### src/rtl/patch_pkg.sv
// Shared definitions for the patch controller: FSM states, config field layout
// and trigger counter width.
package patch_pkg;

    typedef enum logic [1:0] {
        IDLE   = 2'd0,
        ARMED  = 2'd1,
        ACTIVE = 2'd2
    } patch_state_t;

    localparam int TRIG_CNT_W = 8;

    // Config fields are packed LSB upward; each offset depends only on the tap width.
    function automatic int OVR_MASK_LSB(input int width);
        return 0 * width;
    endfunction

    function automatic int OVR_VAL_LSB(input int width);
        return width;
    endfunction

    function automatic int TRIG_MASK_LSB(input int width);
        return 2 * width;
    endfunction

    function automatic int TRIG_VAL_LSB(input int width);
        return 3 * width;
    endfunction

    function automatic int HOLD_LSB(input int width);
        return 4 * width;
    endfunction

endpackage

### src/rtl/patch_cfg_shifter.sv
// Serial config loader: a right-shifting shadow register that is copied
// into the active config on a commit pulse.
module patch_cfg_shifter #(
    parameter int CFG_BITS = 20
) (
    input  logic                clk,
    input  logic                rst_n,
    input  logic                cfg_shift,
    input  logic                cfg_bit,
    input  logic                cfg_commit,
    output logic [CFG_BITS-1:0] active_cfg
);

    logic [CFG_BITS-1:0] shadow_cfg;

    // The commit reads the shadow value from before any same-cycle shift.
    always_ff @(posedge clk or negedge rst_n) begin
        if (!rst_n) begin
            shadow_cfg <= '0;
            active_cfg <= '0;
        end else begin
            if (cfg_shift)
                shadow_cfg <= {cfg_bit, shadow_cfg[CFG_BITS-1:1]};
            if (cfg_commit)
                active_cfg <= shadow_cfg;
        end
    end

endmodule

### src/rtl/patch_signal_controller.sv
// Patch controller: passes tapped signals through, and on a programmed trigger
// forces selected bits for a fixed or unbounded number of cycles.
module patch_signal_controller
    import patch_pkg::*;
#(
    parameter int WIDTH = 4,
    parameter int CNT_W = 4
) (
    input  logic                  clk,
    input  logic                  rst_n,
    input  logic [WIDTH-1:0]      control_port_in,
    output logic [WIDTH-1:0]      control_port_out,
    input  logic                  patch_en,
    input  logic                  cfg_shift,
    input  logic                  cfg_bit,
    input  logic                  cfg_commit,
    output logic                  patch_active,
    output logic [TRIG_CNT_W-1:0] trig_count
);

    localparam int CFG_BITS = 4 * WIDTH + CNT_W;

    logic [CFG_BITS-1:0] active_cfg;
    logic [WIDTH-1:0]    ovr_mask;
    logic [WIDTH-1:0]    ovr_val;
    logic [WIDTH-1:0]    trig_mask;
    logic [WIDTH-1:0]    trig_val;
    logic [CNT_W-1:0]    hold;

    patch_state_t     state;
    patch_state_t     next_state;
    logic [CNT_W-1:0] hold_cnt;
    logic [CNT_W-1:0] hold_cnt_next;
    logic             trig_hit;
    logic             trig_inc;

    patch_cfg_shifter #(
        .CFG_BITS (CFG_BITS)
    ) u_cfg_shifter (
        .clk        (clk),
        .rst_n      (rst_n),
        .cfg_shift  (cfg_shift),
        .cfg_bit    (cfg_bit),
        .cfg_commit (cfg_commit),
        .active_cfg (active_cfg)
    );

    assign ovr_mask  = active_cfg[OVR_MASK_LSB(WIDTH)  +: WIDTH];
    assign ovr_val   = active_cfg[OVR_VAL_LSB(WIDTH)   +: WIDTH];
    assign trig_mask = active_cfg[TRIG_MASK_LSB(WIDTH) +: WIDTH];
    assign trig_val  = active_cfg[TRIG_VAL_LSB(WIDTH)  +: WIDTH];
    assign hold      = active_cfg[HOLD_LSB(WIDTH)      +: CNT_W];

    assign trig_hit = ((control_port_in ^ trig_val) & trig_mask) == '0;

    always_ff @(posedge clk or negedge rst_n) begin
        if (!rst_n) begin
            state      <= IDLE;
            hold_cnt   <= '0;
            trig_count <= '0;
        end else begin
            state    <= next_state;
            hold_cnt <= hold_cnt_next;
            if (trig_inc && (trig_count != '1))
                trig_count <= trig_count + 1'b1;
        end
    end

    // Disable beats commit beats normal sequencing; a zero hold count marks a sticky burst.
    always_comb begin
        next_state    = state;
        hold_cnt_next = hold_cnt;
        trig_inc      = 1'b0;
        if (!patch_en) begin
            next_state    = IDLE;
            hold_cnt_next = '0;
        end else if (cfg_commit) begin
            next_state    = ARMED;
            hold_cnt_next = '0;
        end else begin
            case (state)
                IDLE: begin
                    next_state = ARMED;
                end
                ARMED: begin
                    if (trig_hit) begin
                        next_state    = ACTIVE;
                        hold_cnt_next = hold;
                        trig_inc      = 1'b1;
                    end
                end
                ACTIVE: begin
                    if (hold_cnt == CNT_W'(1)) begin
                        next_state    = ARMED;
                        hold_cnt_next = '0;
                    end else if (hold_cnt != '0) begin
                        hold_cnt_next = hold_cnt - 1'b1;
                    end
                end
                default: begin
                    next_state    = IDLE;
                    hold_cnt_next = '0;
                end
            endcase
        end
    end

    assign patch_active = (state == ACTIVE);

    always_comb begin
        control_port_out = control_port_in;
        for (int i = 0; i < WIDTH; i++) begin
            if (patch_active && ovr_mask[i])
                control_port_out[i] = ovr_val[i];
        end
    end

endmodule

### config.mk
export PLATFORM = sky130hd
export DESIGN_NAME = patch_signal_controller
export DESIGN_NICKNAME = d
export VERILOG_FILES = /design/src/rtl/patch_pkg.sv /design/src/rtl/patch_cfg_shifter.sv /design/src/rtl/patch_signal_controller.sv
export SDC_FILE = /design/constraint.sdc
export NUM_CORES = 1
export LEC_CHECK = 0
export BUFFER_PORTS_ARGS = -buffer_cell sky130_fd_sc_hd__buf_2
export CAP_MARGIN = 10
export CORE_MARGIN = 1.5
export CORE_UTILIZATION = 30
export CTS_CLUSTER_SIZE = 24
export DETAILED_ROUTE_END_ITERATION = 8
export PLACE_DENSITY_LB_ADDON = 0.08
export SLEW_MARGIN = 20
export SYNTH_ARGS = -nofsm -noshare
export SYNTH_HDL_FRONTEND = slang
export SYNTH_SLANG_ARGS = --single-unit
### constraint.sdc
create_clock -name clk -period 5.21 [get_ports clk]
set_input_delay 0.2605 -clock clk [delete_from_list [all_inputs] [get_ports clk]]
set_output_delay 0.2605 -clock clk [all_outputs]
set_load 0.02 [all_outputs]
### Word level (Yosys, flattened, before mapping)

Cells that the tools add are included.

| storage, ports and cells | value |
|---|---|
| RAM bits | 0 |
| ROM bits | 0 |
| memories kept | 0 |
| register bits after elaboration | 54 |
| logic and storage cells | 46 |
| latch bits | 0 |
| input port bits | 10 |
| output and inout bits | 13 |

| operators by class | value |
|---|---|
| reductions and logical operators | 10 |
| bitwise operators | 2 |
| $add $sub $neg | 2 |
| multiply operators | 0 |
| mux-type cells | 19 |
| magnitude comparators | 0 |
| equality and inequality tests | 8 |
| shift-type cells | 0 |
| div/mod/pow operators | 0 |

Operator list:

| cell | count |
|---|---|
| $mux 4 | 5 |
| $pmux 4 s3 | 1 |
| $add 8x1->8 const B | 1 |
| $mux 1 | 8 |
| $mux 2 | 4 |
| $ne 8x8->1 const B | 1 |
| $pmux 2 s3 | 1 |
| $logic_and 1x1->1 | 5 |
| $ne 5x3->1 const B | 1 |
| $and 4x4->4 | 1 |
| $eq 4x1->1 const B | 1 |
| $logic_not 4->1 | 1 |
| $ne 4x3->1 const B | 1 |
| $ne 4x4->1 const B | 1 |
| $reduce_bool 4->1 | 1 |
| $sub 4x1->4 const B | 1 |
| $xor 4x4->4 | 1 |
| $ne 3x3->1 const B | 1 |
| $reduce_and 3->1 | 1 |
| $eq 2x1->1 const B | 1 |
| $eq 2x2->1 const B | 1 |
| $logic_not 2->1 | 1 |
| $reduce_and 2->1 | 1 |

### Longest topological paths before layout

| logic depth | value |
|---|---|
| word-level depth | 8 |
| mapped depth | 7 |
| depth with buffers taken out | 7 |

### Hierarchy

A second synthesis with hierarchy kept.

| unflattened totals | value |
|---|---|
| cells, all modules | 186 |
| area total of the unflattened synthesis | 2618.8 µm² |

Modules (own cells, without submodules):

| module | cells an instance | area each (µm²) | times used | sequential area each (µm²) |
|---|---|---|---|---|
| patch_cfg_shifter | 84 | 1646.6 | 1 | 1001.0 |
| patch_signal_controller | 102 | 972.2 | 1 | 350.3 |

### Least setup slack after synthesis

Ideal clock, no wire load.

| timing path | value |
|---|---|
| path kind | register to register |
| from | register state[0] |
| to | register hold_cnt[1] |
| slack | 3.506 ns |
| library setup time | 0.066 ns |
| stages on the path, launching flop included | 8 |
| required time | 5.144 ns |
| path buffers | 0 |
| clock period less this slack | 1.704 ns |
| arrival | 1.638 ns |
| cells stage by stage | dfrtp_1 -> inv_1 -> ha_1 -> and3b_1 -> a21oi_1 -> nand3_1 -> a21oi_1 -> a22o_1 |

| between the ends | value |
|---|---|
| longest elaborated chain between the ends | 4 |
| elaborated cells on any way between the ends | 10 |
| classes of those cells | eq/ne (5); mux (3); reduce/logical (2) |

Ends and longest elaborated chain:

| element | line | RTL |
|---|---|---|
| start: declaration | patch_signal_controller.sv:30 | `patch_state_t state;` |
| start signal: assignment | patch_signal_controller.sv:62 | `state <= next_state;` |
| $eq 2x2->1 (*) | -- |  |
| named net patch_active | patch_signal_controller.sv:17 | `output logic patch_active,` |
| $pmux 4 s3 | patch_signal_controller.sv:81 | `case (state)` |
| $mux 4 | patch_signal_controller.sv:77 | `end else if (cfg_commit) begin` |
| $mux 4 | patch_signal_controller.sv:74 | `if (!patch_en) begin` |
| end signal: assignment | patch_signal_controller.sv:63 | `hold_cnt <= hold_cnt_next;` |
| end: declaration | patch_signal_controller.sv:32 | `logic [CNT_W-1:0] hold_cnt;` |

The timed path passes the listed nets; every way through them passes the cells marked *.
A chain may end at the register's enable or synchronous reset.

### Worst setup path in the final report

| timing path | value |
|---|---|
| from | register state[0] |
| to | output control_port_out[2] |

| between the ends | value |
|---|---|
| longest elaborated chain between the ends | 3 |

Ends and longest elaborated chain:

| element | line | RTL |
|---|---|---|
| $eq 2x2->1 | patch_signal_controller.sv:108 | `assign patch_active = (state == ACTIVE);` |
| $logic_and 1x1->1 | patch_signal_controller.sv:113 | `if (patch_active && ovr_mask[i])` |
| $mux 1 | patch_signal_controller.sv:113 |  |
| end: declaration | patch_signal_controller.sv:12 | `output logic [WIDTH-1:0] control_port_out,` |

Every way passes these cells.

==> metrics <==
Setup TNS=0 ps; EDFF count, synth=0; Core Region=~7800 um^2; CTS Hold Bufs=0; Ports=23; minimum clock period=approximately 2000 ps; via/cell ratio=4.72; Port Buf Inserts=22; Antenna Violating Nets Remaining=0; final worst-path cycle share=0.395; setup repair bufs after CTS=0; Syn Nets=203; synthesis-to-finish area growth=13.1%; num rows=32; # fillers=775; Max VDD drop=roughly 0.00016 V; Synth Area per Inst=~13 um^2; RSZ-0062 raised after global routing=false; Layout Nets=227; Longest Clk Path Bufs=2; fin. max-slew vios=0; Buf/Inv on CP=2; yosys warns=0; Die Y-Extent=93.3 um; Max-Cap Viols=0; worst slew pin tran=698 ps; met2 Track Usage GR=0.175; CTS Sinks=54; dpl cell area=2660 um^2; top-area cell type share of the netlist area=0.552; ANT cells=0; first-pass GRT wire length=around 7.8 mm; cells along the critical path=inv_1 -> ha_1 -> nand2_1 -> mux2_2 -> buf_2; layout cells sized above 1=0.382; met3 GRT Util=0.0276; starting density of the core=0.313; ys flop type=dfrtp_1; Post-Syn Area=2450 um^2; post-synthesis cell type count=33; ys async rst share=1.00; Worst Hold Class=primary input to asynchronous set/reset pin; drt pass-1 iters=4; Gate Count Post-Synth=187; Worst Clk Skew=3.65 ps; number of remaining DRC errors=0; placed wire-length estimate=3.22 mm; Hold Vio Cnt, Final=0; clock slew at the register clock pins of the worst setup and hold paths=90 ps; Worst EP required=4950 ps; Worst setup EP type=output pin; drt wl/cell=14.5 um; final RePlAce weighted congestion=~0.74; critical path type=register to output pin; top post-synthesis cells by area=dfrtp_1 55%, mux2_2 20%, xor2_1 3.6%; crit path max fanout=9; leakage=1.25 nW; vias in the first global route=between 1500 and 2000; post-synthesis sequential area ratio=0.552; vias=roughly 1500; CTS tree=yes; GR peak layer=met2; Max H-tree Level=2; GRT overflow=0; register bit count reported by yosys=54; met1 usage=0.157; die area=8710 um^2; top-count cell post-synth=dfrtp_1; clock root buffer=clkbuf_8; CP arrival=around 1800 ps; crit start category=register; Final Setup Violations=0; CP max stage cell=dfrtp_1; First DRT Iteration DRCs=63; GRT Total Usage=0.114; PostCTS Resize Cnt=0; initial antenna violation count=0; CP peak stage delay=roughly 440 ps; Horiz. Die Dim=between 90 and 100 um; DRT Wirelength=between 4 and 5 mm; CTS Buf Count=5; Synth top cells by count=54 x dfrtp_1, 44 x mux2_2, 11 x nand2_1, 10 x xor2_1, 9 x inv_1; pwr dens=around 470 nW/um^2; largest area contributor in the synthesized netlist=dfrtp_1; status=finished, final reports clean; f_max=486 MHz; CP delay by family, top=flip-flops; final instance area=2770 um^2; largest net degree at the start of global routing=55; Worst-Skew Late Latency=300 ps; worst relative slew slack=0.535
layout by cell type (no fill, tap or decap), drive strengths merged, types with 2 or more instances in the layout:
cell / synthesis / routed
mux2: 45 / 45
xor2: 10 / 10
nor4: 4 / 4
clkbuf: 5 / 7
dfrtp: 54 / 54
inv: 9 / 9
nand4: 2 / 2
buf: 1 / 23
nor3: 4 / 4
nor2: 2 / 2
nand3: 5 / 5
o21ai: 4 / 4
ha: 6 / 6
a22oi: 2 / 2
a21oi: 3 / 3
nand2: 12 / 12
a22o: 5 / 5
o22ai: 2 / 2
xnor2: 2 / 2
power by group:
part / total [mW] / internal (mW) / switching (mW) / leakage (nW)
clock network: 0.277 / 0.144 / 0.133 / 0.0524
logic: 0.350 / 0.183 / 0.167 / 0.526
registers: 0.678 / 0.566 / 0.111 / 0.669
stage by stage:
stage | utilization | instances | hold slack, ps | setup slack (ps) | power (mW)
floorplan | - | 187 | -35.1 | 3510 | 0.928
global placement | 0.341 | 306 | 426 | 3420 | 1.03
detailed placement | 0.341 | 306 | 443 | 3350 | 1.05
CTS | 0.355 | 314 | 105 | 3140 | 1.33
global route | 0.355 | 314 | 147 | 3020 | 1.39
finish | 0.355 | 314 | 61.4 | 3150 | 1.30
cells by family after synthesis:
kind of cell	Yosys count	share of synthesized area
muxes	45	0.209
adders and majority gates	6	0.0307
xor gates and xnor gates	12	0.0429
buffers and inverters	15	0.0261
and+or+nand+nor	34	0.0741
AOI/OAI and AO/OA	21	0.0654
DFF	54	0.552
layer usage:
metal	vias to the layer above	part of all wire
li1	709	-
met2	25	0.45
met1	740	0.50
met4	0	0.018
met5	-	0
met3	8	0.030
cell type report:
| class | count | area [um^2] | area share |
|---|---|---|---|
| multi-input cells | 118 | 1030 | 0.373 |
| inverters | 9 | 33.8 | 0.0122 |
| clock inverters | 1 | 30.0 | 0.0108 |
| clock buffers | 7 | 76.3 | 0.0276 |
| flip-flops and latches | 54 | 1350 | 0.488 |
| repair buffers | 23 | 118 | 0.0425 |
| well taps | 102 | 128 | 0.0461 |
final timing paths:
path	end	slack, ps	startpoint	cells past startpoint
worst max-delay path	control_port_out[2]	3150	state[0]	5
worst min-delay path	u_cfg_shifter.active_cfg[18]	60	rst_n	2
worst max register to register	hold_cnt[1]	3320	state[0]	7
worst min register to register	trig_count[6]	490	trig_count[6]	1
max in group asynchronous	u_cfg_shifter.shadow_cfg[15]	4660	rst_n	2
min in group clk	u_cfg_shifter.shadow_cfg[19]	190	cfg_bit	2
sequential cells by signal (all words and copies together), names as in the netlist:
name                      flops
trig_count                    8
state                         2
u_cfg_shifter.active_cfg     20
u_cfg_shifter.shadow_cfg     20
hold_cnt                      4
No activity file was read; power rests on OpenSTA's default activity.
